===== config.mk =====
export PLATFORM = sky130hd
export DESIGN_NAME = pre_arbiter_q_flat
export DESIGN_NICKNAME = d
export VERILOG_FILES = /design/src/rtl/pre_arbiter_q_if.sv /design/src/rtl/pre_arbiter_q.sv /design/src/flat_wrapper.sv
export SDC_FILE = /design/constraint.sdc
export NUM_CORES = 1
export LEC_CHECK = 0
export ABC_AREA = 1
export BUFFER_PORTS_ARGS = -buffer_cell sky130_fd_sc_hd__buf_2
export CAP_MARGIN = 20
export CORE_MARGIN = 2
export CORE_UTILIZATION = 50
export DETAILED_ROUTE_END_ITERATION = 16
export GPL_ROUTABILITY_DRIVEN = 0
export PLACE_DENSITY = 0.76
export SLEW_MARGIN = 20
export SYNTH_ARGS = -nofsm -noshare
export SYNTH_HDL_FRONTEND = slang
export SYNTH_SLANG_ARGS = --single-unit

===== constraint.sdc =====
create_clock -name iclk -period 2.8 [get_ports iclk]
set_input_delay 0.56 -clock iclk [delete_from_list [all_inputs] [get_ports iclk]]
set_output_delay 0.56 -clock iclk [all_outputs]
set_load 0.005 [all_outputs]

===== src/rtl/pre_arbiter_q_if.sv =====
// ---------------------------------------------------------------------------
// pre_arbiter_q_if
// Bundles the descriptor input, the arbiter handshake and the status outputs
// of one ingress descriptor queue.
//   slave  : the queue side (consumes descriptors, drives request/fields/status)
//   master : the packet-memory / arbiter side (drives descriptors, grant, done)
// Signals:
//   i_desc_valid/len/addr/port/err : descriptor strobe and payload
//   o_desc_ready                   : queue not full
//   o_request, o_length,
//   o_start_adress, o_port_num     : presented descriptor towards the arbiter
//   i_grant, i_done                : arbiter handshake
//   o_level, o_drop_cnt, o_overflow: status
// ---------------------------------------------------------------------------
interface pre_arbiter_q_if #(
  parameter int pFIFO_WIDTH = 11,
  parameter int pDEPTH_RAM  = 4096,
  parameter int pPORT_W     = 2,
  parameter int pDESC_DEPTH = 8,
  parameter int pCNT_W      = 16
);
  localparam int AW  = $clog2(pDEPTH_RAM);
  localparam int LVW = $clog2(pDESC_DEPTH) + 1;

  logic                   i_desc_valid;
  logic [pFIFO_WIDTH-1:0] i_desc_len;
  logic [AW-1:0]          i_desc_addr;
  logic [pPORT_W-1:0]     i_desc_port;
  logic                   i_desc_err;
  logic                   o_desc_ready;
  logic                   o_request;
  logic [pFIFO_WIDTH-1:0] o_length;
  logic [AW-1:0]          o_start_adress;
  logic [pPORT_W-1:0]     o_port_num;
  logic                   i_grant;
  logic                   i_done;
  logic [LVW-1:0]         o_level;
  logic [pCNT_W-1:0]      o_drop_cnt;
  logic                   o_overflow;

  modport slave (
    input  i_desc_valid, i_desc_len, i_desc_addr, i_desc_port, i_desc_err,
    input  i_grant, i_done,
    output o_desc_ready, o_request, o_length, o_start_adress, o_port_num,
    output o_level, o_drop_cnt, o_overflow
  );

  modport master (
    output i_desc_valid, i_desc_len, i_desc_addr, i_desc_port, i_desc_err,
    output i_grant, i_done,
    input  o_desc_ready, o_request, o_length, o_start_adress, o_port_num,
    input  o_level, o_drop_cnt, o_overflow
  );
endinterface


===== src/rtl/pre_arbiter_q.sv =====
// ---------------------------------------------------------------------------
// pre_arbiter_q
// Per-ingress-port descriptor queue sitting between packet memory and the
// switch arbiter. Buffers up to pDESC_DEPTH descriptors {len, addr, port},
// optionally discards errored / zero-length ones, and offers the oldest
// queued descriptor to the arbiter with a request/grant/done handshake.
// Ports:
//   iclk  : clock
//   i_rst : synchronous reset, active low
//   bus   : pre_arbiter_q_if.slave (descriptor in, arbiter handshake, status)
// ---------------------------------------------------------------------------
module pre_arbiter_q #(
  parameter int pFIFO_WIDTH = 11,
  parameter int pDEPTH_RAM  = 4096,
  parameter int pPORT_W     = 2,
  parameter int pDESC_DEPTH = 8,
  parameter int pDROP_ERR   = 1,
  parameter int pCNT_W      = 16
) (
  input  logic           iclk,
  input  logic           i_rst,
  pre_arbiter_q_if.slave bus
);
  localparam int AW  = $clog2(pDEPTH_RAM);
  localparam int PW  = $clog2(pDESC_DEPTH);
  localparam int LVW = PW + 1;

  typedef enum logic [1:0] {ST_IDLE, ST_REQ, ST_XFER} state_t;

  // Descriptor storage, one array per field.
  logic [pFIFO_WIDTH-1:0] r_mem_len  [pDESC_DEPTH];
  logic [AW-1:0]          r_mem_addr [pDESC_DEPTH];
  logic [pPORT_W-1:0]     r_mem_port [pDESC_DEPTH];

  logic [PW-1:0]          r_wr_ptr;
  logic [PW-1:0]          r_rd_ptr;
  logic [LVW-1:0]         r_level;
  logic [pCNT_W-1:0]      r_drop_cnt;
  logic                   r_overflow;

  state_t                 r_state;
  logic                   r_request;
  logic [pFIFO_WIDTH-1:0] r_length;
  logic [AW-1:0]          r_start_addr;
  logic [pPORT_W-1:0]     r_port_num;

  logic w_full;
  logic w_empty;
  logic w_bad;
  logic w_push;
  logic w_pop;
  logic w_drop;

  assign w_full  = (r_level == LVW'(pDESC_DEPTH));
  assign w_empty = (r_level == '0);

  // Errored or empty packets are only filtered when pDROP_ERR is set.
  assign w_bad  = (pDROP_ERR != 0) &&
                  (bus.i_desc_err || (bus.i_desc_len == '0));
  assign w_push = bus.i_desc_valid && !w_full && !w_bad;
  // The head stays in the queue while it is being offered, so a grant in
  // REQ always finds a valid entry to pop.
  assign w_pop  = (r_state == ST_REQ) && bus.i_grant;
  // A descriptor that is both bad and arrives while full counts once.
  assign w_drop = bus.i_desc_valid && (w_full || w_bad);

  // Storage write port; contents need no reset because pointers and level do.
  always_ff @(posedge iclk) begin
    if (w_push) begin
      r_mem_len[r_wr_ptr]  <= bus.i_desc_len;
      r_mem_addr[r_wr_ptr] <= bus.i_desc_addr;
      r_mem_port[r_wr_ptr] <= bus.i_desc_port;
    end
  end

  // Pointers, occupancy and drop bookkeeping.
  always_ff @(posedge iclk) begin
    if (!i_rst) begin
      r_wr_ptr   <= '0;
      r_rd_ptr   <= '0;
      r_level    <= '0;
      r_drop_cnt <= '0;
      r_overflow <= 1'b0;
    end else begin
      // Depth is a power of two, so the pointers wrap by overflowing.
      if (w_push) r_wr_ptr <= r_wr_ptr + PW'(1);
      if (w_pop)  r_rd_ptr <= r_rd_ptr + PW'(1);
      case ({w_push, w_pop})
        2'b10:   r_level <= r_level + LVW'(1);
        2'b01:   r_level <= r_level - LVW'(1);
        default: r_level <= r_level;
      endcase
      if (w_drop && (r_drop_cnt != '1)) r_drop_cnt <= r_drop_cnt + pCNT_W'(1);
      if (bus.i_desc_valid && w_full)   r_overflow <= 1'b1;
    end
  end

  // Arbiter handshake; request and fields are registered so they stay stable
  // for the whole REQ phase.
  always_ff @(posedge iclk) begin
    if (!i_rst) begin
      r_state      <= ST_IDLE;
      r_request    <= 1'b0;
      r_length     <= '0;
      r_start_addr <= '0;
      r_port_num   <= '0;
    end else begin
      case (r_state)
        ST_IDLE: begin
          if (!w_empty) begin
            r_length     <= r_mem_len[r_rd_ptr];
            r_start_addr <= r_mem_addr[r_rd_ptr];
            r_port_num   <= r_mem_port[r_rd_ptr];
            r_request    <= 1'b1;
            r_state      <= ST_REQ;
          end
        end
        ST_REQ: begin
          if (bus.i_grant) begin
            r_request <= 1'b0;
            r_state   <= ST_XFER;
          end
        end
        ST_XFER: begin
          if (bus.i_done) r_state <= ST_IDLE;
        end
        default: begin
          r_request <= 1'b0;
          r_state   <= ST_IDLE;
        end
      endcase
    end
  end

  assign bus.o_desc_ready   = !w_full;
  assign bus.o_request      = r_request;
  assign bus.o_length       = r_length;
  assign bus.o_start_adress = r_start_addr;
  assign bus.o_port_num     = r_port_num;
  assign bus.o_level        = r_level;
  assign bus.o_drop_cnt     = r_drop_cnt;
  assign bus.o_overflow     = r_overflow;

endmodule


===== src/flat_wrapper.sv =====
// flat-port wrapper written by rule: the top's interface ports become plain ports
module pre_arbiter_q_flat 
#(
  parameter int pFIFO_WIDTH = 11,
  parameter int pDEPTH_RAM  = 4096,
  parameter int pPORT_W     = 2,
  parameter int pDESC_DEPTH = 8,
  parameter int pDROP_ERR   = 1,
  parameter int pCNT_W      = 16
)
  (iclk, i_rst, bus_i_desc_valid, bus_i_desc_len, bus_i_desc_addr, bus_i_desc_port, bus_i_desc_err, bus_i_grant, bus_i_done, bus_o_desc_ready, bus_o_request, bus_o_length, bus_o_start_adress, bus_o_port_num, bus_o_level, bus_o_drop_cnt, bus_o_overflow);
  pre_arbiter_q_if #(.pFIFO_WIDTH(pFIFO_WIDTH), .pDEPTH_RAM(pDEPTH_RAM), .pPORT_W(pPORT_W), .pDESC_DEPTH(pDESC_DEPTH), .pCNT_W(pCNT_W)) bus_i ();
  input  logic iclk;
  input  logic i_rst;
  input wire logic [$bits(bus_i.i_desc_valid)-1:0] bus_i_desc_valid;
  input wire logic [$bits(bus_i.i_desc_len)-1:0] bus_i_desc_len;
  input wire logic [$bits(bus_i.i_desc_addr)-1:0] bus_i_desc_addr;
  input wire logic [$bits(bus_i.i_desc_port)-1:0] bus_i_desc_port;
  input wire logic [$bits(bus_i.i_desc_err)-1:0] bus_i_desc_err;
  input wire logic [$bits(bus_i.i_grant)-1:0] bus_i_grant;
  input wire logic [$bits(bus_i.i_done)-1:0] bus_i_done;
  output wire logic [$bits(bus_i.o_desc_ready)-1:0] bus_o_desc_ready;
  output wire logic [$bits(bus_i.o_request)-1:0] bus_o_request;
  output wire logic [$bits(bus_i.o_length)-1:0] bus_o_length;
  output wire logic [$bits(bus_i.o_start_adress)-1:0] bus_o_start_adress;
  output wire logic [$bits(bus_i.o_port_num)-1:0] bus_o_port_num;
  output wire logic [$bits(bus_i.o_level)-1:0] bus_o_level;
  output wire logic [$bits(bus_i.o_drop_cnt)-1:0] bus_o_drop_cnt;
  output wire logic [$bits(bus_i.o_overflow)-1:0] bus_o_overflow;
  assign bus_i.i_desc_valid = bus_i_desc_valid;
  assign bus_i.i_desc_len = bus_i_desc_len;
  assign bus_i.i_desc_addr = bus_i_desc_addr;
  assign bus_i.i_desc_port = bus_i_desc_port;
  assign bus_i.i_desc_err = bus_i_desc_err;
  assign bus_i.i_grant = bus_i_grant;
  assign bus_i.i_done = bus_i_done;
  assign bus_o_desc_ready = bus_i.o_desc_ready;
  assign bus_o_request = bus_i.o_request;
  assign bus_o_length = bus_i.o_length;
  assign bus_o_start_adress = bus_i.o_start_adress;
  assign bus_o_port_num = bus_i.o_port_num;
  assign bus_o_level = bus_i.o_level;
  assign bus_o_drop_cnt = bus_i.o_drop_cnt;
  assign bus_o_overflow = bus_i.o_overflow;
  pre_arbiter_q #(.pFIFO_WIDTH(pFIFO_WIDTH), .pDEPTH_RAM(pDEPTH_RAM), .pPORT_W(pPORT_W), .pDESC_DEPTH(pDESC_DEPTH), .pDROP_ERR(pDROP_ERR), .pCNT_W(pCNT_W)) u_core (.iclk(iclk), .i_rst(i_rst), .bus(bus_i));
endmodule

After elaboration in Yosys (flattened, before gate mapping):

Memories as Yosys holds them, arrays and structs flattened. A register that Yosys moved wholly into a read port is not among the register bits.
Index checks and enable logic that the tools add are counted.

* flip-flop bits (word level): 30
* latch bits: 0
* bits in writable memories: 200
* bits in read-only memories: 0
* input bits: 31
* output and inout port bits: 48
* logic and storage cells: 56
* memories: 3

Memory list
* u_core.r_mem_addr: words 8, bits a word 12, rd ports 1, clocked after Yosys merged registers in 1, write ports 1, RTL line pre_arbiter_q.sv:32 `logic [AW-1:0] r_mem_addr [pDESC_DEPTH];`
* u_core.r_mem_len: words 8, bits a word 11, rd ports 1, clocked after Yosys merged registers in 1, write ports 1, RTL line pre_arbiter_q.sv:31 `logic [pFIFO_WIDTH-1:0] r_mem_len [pDESC_DEPTH];`
* u_core.r_mem_port: words 8, bits a word 2, rd ports 1, clocked after Yosys merged registers in 1, write ports 1, RTL line pre_arbiter_q.sv:33 `logic [pPORT_W-1:0] r_mem_port [pDESC_DEPTH];`

* $add $sub $neg: 5
* $mul: 0
* divide/modulo/power cells: 0
* $lt $le $gt $ge: 0
* equality and inequality tests: 9
* shift operators: 0
* mux-type cells: 10
* bitwise operators: 2
* reductions and logical operators: 20

Operator list (number)
* $add 16x1->16 const B: 1
* $ne 16x16->1 const B: 1
* $logic_not 11->1: 1
* $pmux 4 s2: 1
* $add 3x1->3 const B: 2
* $logic_and 1x1->1: 6
* $mux 2: 3
* $ne 2x2->1 const B: 3
* $pmux 2 s3: 1
* $reduce_and 3->1: 2
* $logic_not 1->1: 5
* $add 4x1->4 const B: 1
* $eq 2x1->1 const B: 2
* $eq 2x2->1 const B: 2
* $eq 4x4->1 const B: 1
* $logic_not 4->1: 1
* $mux 1: 4
* $sub 4x1->4 const B: 1
* $pmux 1 s3: 1
* $logic_not 2->1: 1
* $logic_or 1x1->1: 2
* $not 1->1: 2
* $reduce_and 2->1: 1
* $reduce_bool 2->1: 1

Longest topological paths before layout:

Gate-level depths: netlist (run 1).

* depth in word-level cells: 6
* gate-level depth with buffers: 11

Least setup slack after synthesis (run 1):

Ideal clock, no wire load.

* path kind: input to register
* start point: in bus_i_desc_valid
* end point: mem u_core.r_mem_addr[0][0] (netlist bit), enable pin
* setup time: 0.407 ns
* arrival time: 2.318 ns
* setup slack: 0.075 ns
* cell stages on the path: 4
* path buffers: 1
* cell sequence: buf_2 > nand3_1 > or2_1 > nor2_1

* cells in the longest elaborated chain, start to end: 4

Ends and longest elaborated chain
* from (decl): RTL line flat_wrapper.sv:15 `input wire logic [$bits(bus_i.i_desc_valid)-1:0] bus_i_desc_valid;`
* $logic_and 1x1->1 (2 in a row): RTL line pre_arbiter_q.sv:60 `assign w_push = bus.i_desc_valid && !w_full && !w_bad;`
* $mux 1: RTL line pre_arbiter_q.sv:69 `if (w_push) begin`
* $mux 1 (implied by the code): RTL line pre_arbiter_q.sv:71 `r_mem_addr[r_wr_ptr] <= bus.i_desc_addr;`
* to (decl): RTL line pre_arbiter_q.sv:32

No other way between the ends.

Worst setup path in the final report (run 1):

* start point: reg u_core.r_level[2], in the netlist u_core.bus.o_level[2]
* end point: reg u_core.r_level[2], in the netlist u_core.bus.o_level[2]

* cells in the longest elaborated chain, start to end: 6

Ends and longest elaborated chain
* from (decl): RTL line pre_arbiter_q.sv:37 `logic [LVW-1:0] r_level;`
* from (signal assigned): RTL line pre_arbiter_q.sv:89 `2'b10: r_level <= r_level + LVW'(1);`
* from (signal assigned): RTL line pre_arbiter_q.sv:90 `2'b01: r_level <= r_level - LVW'(1);`
* from (signal assigned): RTL line pre_arbiter_q.sv:91 `default: r_level <= r_level;`
* $eq 4x4->1: RTL line pre_arbiter_q.sv:54 `assign w_full = (r_level == LVW'(pDESC_DEPTH));`
* $logic_not 1->1: RTL line pre_arbiter_q.sv:60
* $logic_and 1x1->1 (2 in a row): RTL line pre_arbiter_q.sv:60
* $eq 2x1->1 / $eq 2x2->1 (equally long branches): RTL line pre_arbiter_q.sv:88 `case ({w_push, w_pop})`
* $pmux 4 s2 / $reduce_bool 2->1 (equally long branches)

Parallel ways exist; a longest one is shown, timed or not.
A chain may end at the register's enable or synchronous reset.

==> key figures, run 1 <==
Critical path
  – Reg2Reg Launch Point: u_core.bus.o_level[2]
  – Worst path required time: roughly 3200 ps
  – R2R setup slack: 560 ps
  – CP arrival: 2630 ps
  – CP Launch Point: u_core.bus.o_level[2]
  – CP Capture Type: register
  – Worst r2r path cells: 9
  – Crit Path Max Fanout: 8
  – Critical Path End: u_core.bus.o_level[2]
  – Setup CP Type: reg -> reg
  – FF-to-FF End: u_core.bus.o_level[2]
  – Startpoint Class: register

STA
  – Setup TNS: 0 ps
  – Final worst setup slack: 562.6 ps
  – Slew @ Worst Pin: 963.7 ps
  – Finish-stage setup viols: 0
  – Hold_ws: 337.5 ps
  – Rel. slew slack: 35.76%
  – Min cycle time layout: 2237 ps
  – RSZ-0062 raised after global routing: false
  – Final Skew: 8.242 ps
  – Final Hold Viols: 0
  – Final max-slew violation count: 0
  – Fmax: 0.4470 GHz
  – Period utilisation layout: 79.91%

Layout
  – Util after Layout: 58.73%
  – Nets: roughly 1000
  – Fillers: 1601
  – Share of layout cells above drive strength 1: between 10% and 20%
  – Area delta synth->final: 15.41%

Routing
  – Via count: between 7000 and 8000
  – Post-route ant nets: 0
  – Drt pass-1 iters: 5
  – WL final: 23260 um
  – Via density: ~5.6
  – Post-route DRC violation count: 0
  – Wirelength per Cell: around 18 um
  – Initial drt markers: 542

Die
  – CORE AREA: 20170 um^2
  – Die height: 147.3 um
  – Starting Density: 50.89%
  – Die area: 21690 um^2
  – I/O pin cnt: 79
  – Rows: 52
  – Die width: 147.3 um

Clock tree
  – CTS Sinks: 255
  – CTS H-tree lvls: 1
  – Clk Latency, worst-skew pair: 510 ps
  – CTS Hold Bufs: 0
  – Postcts setup bufs: 0
  – Post-CTS Resized: 0
  – Clock buffer depth: 3
  – CTS Buf Count: 25
  – CTS root buf: clkbuf_16
  – Worst-path clk slew: 60 ps
  – CTS tree: done

Place
  – Pre-CTS setup slack: 165.6 ps
  – DP Wirelength: 13680 um
  – Buffers added on ports: around 80

Hold path
  – Min-Delay Startpoint: bus_i_desc_addr[11]
  – HP Class: in -> reg

GRT
  – Global-route wire length before repair: between 30000 and 40000 um
  – Grt ovf: 0
  – Antenna violations before repair: 0
  – Number of global-route vias before repair: 6933
  – Largest net degree at the start of global routing: 102
  – Tot GR Track Use: 21.24%

Run
  – # Max-Cap Violations: 0

Yosys
  – Top cells by area, synth: edfxtp_1 (59%), dfxtp_1 (11%), o21ai_0 (7.1%), nor2_1 (5.9%), nand2_1 (2.2%)
  – Share of the synthesized area in the top cell type: 58.52%
  – Asr flop ratio synth: 0%
  – Synth warn: 0
  – Netlist cell types: 32
  – Most common cell in the netlist: edfxtp_1
  – Synthesis-stage register bit count: 255
  – Top_reg_cell synth: edfxtp_1
  – Post-synth EDFFs: 200
  – Sequential share of the synthesized area: between 60% and 70%
  – Synth top cells by count: edfxtp_1 (200), nor2_1 (160), o21ai_0 (145)
  – Synth area leader: edfxtp_1
  – Synth Cell Area: 10260 um^2
  – Mean Syn Cell Area: 11.43 um^2
  – Syn_nets: between 900 and 1000
  – Synth Instances: 898

Pwr
  – VDD IR-drop max: 0.5137 mV
  – Power per Cell Area: 748.2 nW/um^2
  – Leak: around 4.1 nW

Outcome
  – Status: finished, final reports clean
==> cell type report <==
cell class	count	area (um^2)	area share [%]
timing repair buffer	108	665.6	5.620
sequential	255	7109	60.02
inverter	34	128.9	1.088
antenna	1	2.502	0.02113
clock inverter	15	152.6	1.289
tap	270	337.8	2.852
multi-input combinational	558	2811	23.74
clock buffer	28	636.9	5.377
==> kinds of logic after synthesis <==
group | after synthesis | synth area share (%)
xor gates and xnor gates | 8 | 0.6827
DFF | 255 | 69.24
AOI/OAI and AO/OA | 269 | 14.51
and+or+nand+nor | 275 | 11.26
buffers and inverters | 85 | 3.572
adders and majority gates | 6 | 0.7314
==> state kept, by name, summed over array words and instances, names as in the netlist, 4 cells and up <==
name,cells
u_core.bus.o_drop_cnt,16
u_core.r_mem_port,16
u_core.r_mem_len,88
u_core.bus.o_length,11
u_core.r_mem_addr,96
u_core.bus.o_start_adress,12
u_core.bus.o_level,4
==> critical path, cell delays in order (launching register included) <==
cell and delay (ps):
dfxtp_1 440, nor2_1 90, a21oi_2 180, nand3_1 300, ha_1 350, xor2_1 170, ha_1 200, a21oi_1 160
xor2_1 160, a21oi_1 70
==> metrics by stage <==
step                      total power, mW  instances  cell area, um^2
after CTS                           8.908       1268            11840
after global routing                9.217       1268            11840
after floorplan                     5.164        898            10260
after detailed placement            5.656       1225            11050
after global placement              5.616       1225            11050
final                               8.863       1269            11850
==> worst min path at each step <==
stage                                     endpoint  slack (ps)  cells after the start
final                     u_core.r_mem_addr[0][11]         340                      1
after global routing       u_core.r_mem_addr[0][9]         330                      1
after CTS                  u_core.r_mem_port[6][1]         320                      1
after detailed placement      u_core.bus.o_request         470                      2
after global placement        u_core.bus.o_request         460                      2
after floorplan               u_core.bus.o_request         460                      2
==> power by group <==
group | switching [mW] | internal, mW
clock network | 1.37 | 1.91
logic | 0.786 | 0.420
registers | 0.106 | 4.28
==> layout by cell type, fill, tap and decap left out, types with 3 or more instances in the layout <==
| cell | count |
|---|---|
| a21oi_1 | 43 |
| a21oi_2 | 11 |
| buf_12 | 4 |
| buf_2 | 78 |
| buf_4 | 26 |
| bufinv_16 | 3 |
| clkbuf_1 | 3 |
| clkbuf_16 | 25 |
| clkinv_1 | 6 |
| clkinv_2 | 5 |
| dfxtp_1 | 53 |
| edfxtp_1 | 200 |
| ha_1 | 6 |
| inv_1 | 31 |
| nand2_1 | 61 |
| nand2_2 | 9 |
| nand3_1 | 27 |
| nand4_1 | 8 |
| nor2_1 | 152 |
| nor2_2 | 8 |
| nor3_1 | 4 |
| o211ai_1 | 25 |
| o21ai_0 | 145 |
| o21ai_1 | 17 |
| o22ai_1 | 25 |
| xor2_1 | 7 |
==> metal layers <==
metal | GRT usage (%) | wire length (um) | share of wire [%] | vias to the layer above
met2 | 36.40 | 11600 | 50 | 210
met3 | 3.696 | 1255 | 5.4 | 29
met4 | 5.288 | 359 | 1.5 | 0
li1 | - | - | - | 3391
met1 | 28.41 | 10050 | 43 | 3455
met5 | 0 | 0 | 0 | -
No activity file was read; power rests on OpenSTA's default activity.
==> inputs of run 2 (changes only) <==
- PLACE_DENSITY: 0.76 -> 0.73
- clock period: 2.8 -> 2.3 ns (I/O delays scaled with it)
==> key figures, run 2 (synthesized netlist as in run 1, its figures left out) <==
Outcome
  – Status: finished, final reports clean

Critical path
  – Reg2Reg Launch Point: u_core.bus.o_level[1]
  – Crit Path Max Fanout: 11
  – Critical Path End: u_core.r_mem_addr[0][10]
  – FF-to-FF End: u_core.r_mem_addr[0][10]
  – CP arrival: roughly 2400 ps
  – Setup CP Type: reg -> reg
  – Worst r2r path cells: 7
  – R2R setup slack: 120 ps
  – CP Launch Point: u_core.bus.o_level[1]
  – Worst path required time: 2510 ps
  – CP Capture Type: register
  – Startpoint Class: register

STA
  – Final max-slew violation count: 0
  – Fmax: 0.4585 GHz
  – Min cycle time layout: 2181 ps
  – Period utilisation layout: 94.83%
  – Final Skew: 8.226 ps
  – Final Hold Viols: 0
  – RSZ-0062 raised after global routing: false
  – Hold_ws: 157.4 ps
  – Slew @ Worst Pin: 959.4 ps
  – Rel. slew slack: 36.04%
  – Finish-stage setup viols: 0

GRT
  – Number of global-route vias before repair: 6993
  – Largest net degree at the start of global routing: 102
  – Tot GR Track Use: a little over a fifth
  – Global-route wire length before repair: roughly 36000 um
  – Antenna violations before repair: 0
  – Grt ovf: 0

Layout
  – Nets: 1037
  – Util after Layout: between 50% and 60%
  – Max reg flops: 96
  – Leading cell types in the layout, fill and taps excluded: edfxtp_1 (200), nor2_1 (152), o21ai_0 (145)
  – Area delta synth->final: 17.74%
  – Register area: 7111 um^2
  – Fillers: 1616
  – Area of the multi-input gates: about 2800 um^2
  – Commonest non-fill, non-tap cell in the layout: edfxtp_1
  – Share of layout cells above drive strength 1: 19.51%
  – Final Cell Area: 12080 um^2
  – Largest registers: u_core.r_mem_addr: 96 flops, u_core.r_mem_len: 88 flops
  – Antenna cells: 0
  – Largest Register: u_core.r_mem_addr

Hold path
  – Min-Delay Startpoint: bus_i_desc_len[7]
  – HP Class: in -> reg

Pwr
  – Pwr Total: 10.79 mW
  – Power per Cell Area: 893.3 nW/um^2
  – Leak: 4.261 nW
  – VDD IR-drop max: 0.7309 mV

Die
  – Die area: 21690 um^2
  – Starting Density: 50.89%
  – Die height: about 150 um
  – Rows: 52
  – Die width: 147.3 um
  – I/O pin cnt: 79
  – CORE AREA: 20170 um^2

Clock tree
  – CTS Buf Count: 26
  – CTS Hold Bufs: 0
  – CTS Sinks: around 260
  – Worst-path clk slew: 60 ps
  – CTS H-tree lvls: 1
  – CTS root buf: clkbuf_16
  – Clock buffer depth: 3
  – Post-CTS Resized: 0
  – Postcts setup bufs: 0
  – Clk Latency, worst-skew pair: 520 ps
  – CTS tree: done

Routing
  – Post-route DRC violation count: 0
  – Initial drt markers: 692
  – Wirelength per Cell: 17.52 um
  – WL final: 22610 um
  – Post-route ant nets: 0
  – Drt pass-1 iters: 7
  – Via density: roughly 5.5
  – Via count: 7116

Place
  – Post-DP Area: 11270 um^2
  – Buffers added on ports: 78
  – DP Wirelength: 13760 um

Run
  – # Max-Cap Violations: 0
[run 2: power breakdown]
group,switching (mW),total [mW],internal (mW)
clock,1.70,4.00,2.31
sequential,0.116,5.32,5.21
combinational,0.941,1.47,0.528
total,2.75,10.8,8.04
[run 2: cell type report]
class,instances,share of cell area [%]
sequential,255,58.84
multi-input combinational,558,23.27
timing repair buffer,125,7.351
clock buffer,38,6.016
tap,270,2.796
inverter,34,1.066
clock inverter,10,0.6627
[run 2: stage by stage]
step / TNS [ps] / setup WS (ps) / std cells
final: 0 / 119.0 / 1290
after global routing: 0 / 24.70 / 1290
after floorplan: -33090 / -330.9 / 898
after global placement: -29.98 / -3.185 / 1242
after detailed placement: -1427 / -90.13 / 1242
after CTS: 0 / 74.89 / 1290
[run 2: worst max-delay path, stage by stage (launching register included)]
cell and delay (ps):
dfxtp_1 430, nor2_1 100, a21oi_2 200, nand3_1 170, buf_4 190, or2_1 300, nor2_2 210, buf_4 260
[run 2: how the worst min path moves through the flow]
stage | end | slack (ps) | cells after the start
2_1_floorplan | u_core.bus.o_request | 460 | 2
3_3_place_gp | u_core.bus.o_request | 450 | 2
3_5_place_dp | u_core.bus.o_request | 460 | 2
4_1_cts | u_core.r_mem_len[7][7] | 150 | 1
5_1_grt | u_core.r_mem_len[5][7] | 150 | 1
6_report | u_core.r_mem_len[7][7] | 160 | 1
[run 2: per-layer routing]
metal | part of all wire [%] | wire length (um) | GRT usage [%] | up-vias
met4 | 2.7 | 614 | 6.731 | 0
li1 | - | - | - | 3428
met2 | 48 | 10790 | 34.79 | 247
met3 | 6.7 | 1519 | 3.230 | 46
met1 | 43 | 9687 | 28.40 | 3395
met5 | 0 | 0 | 0 | -
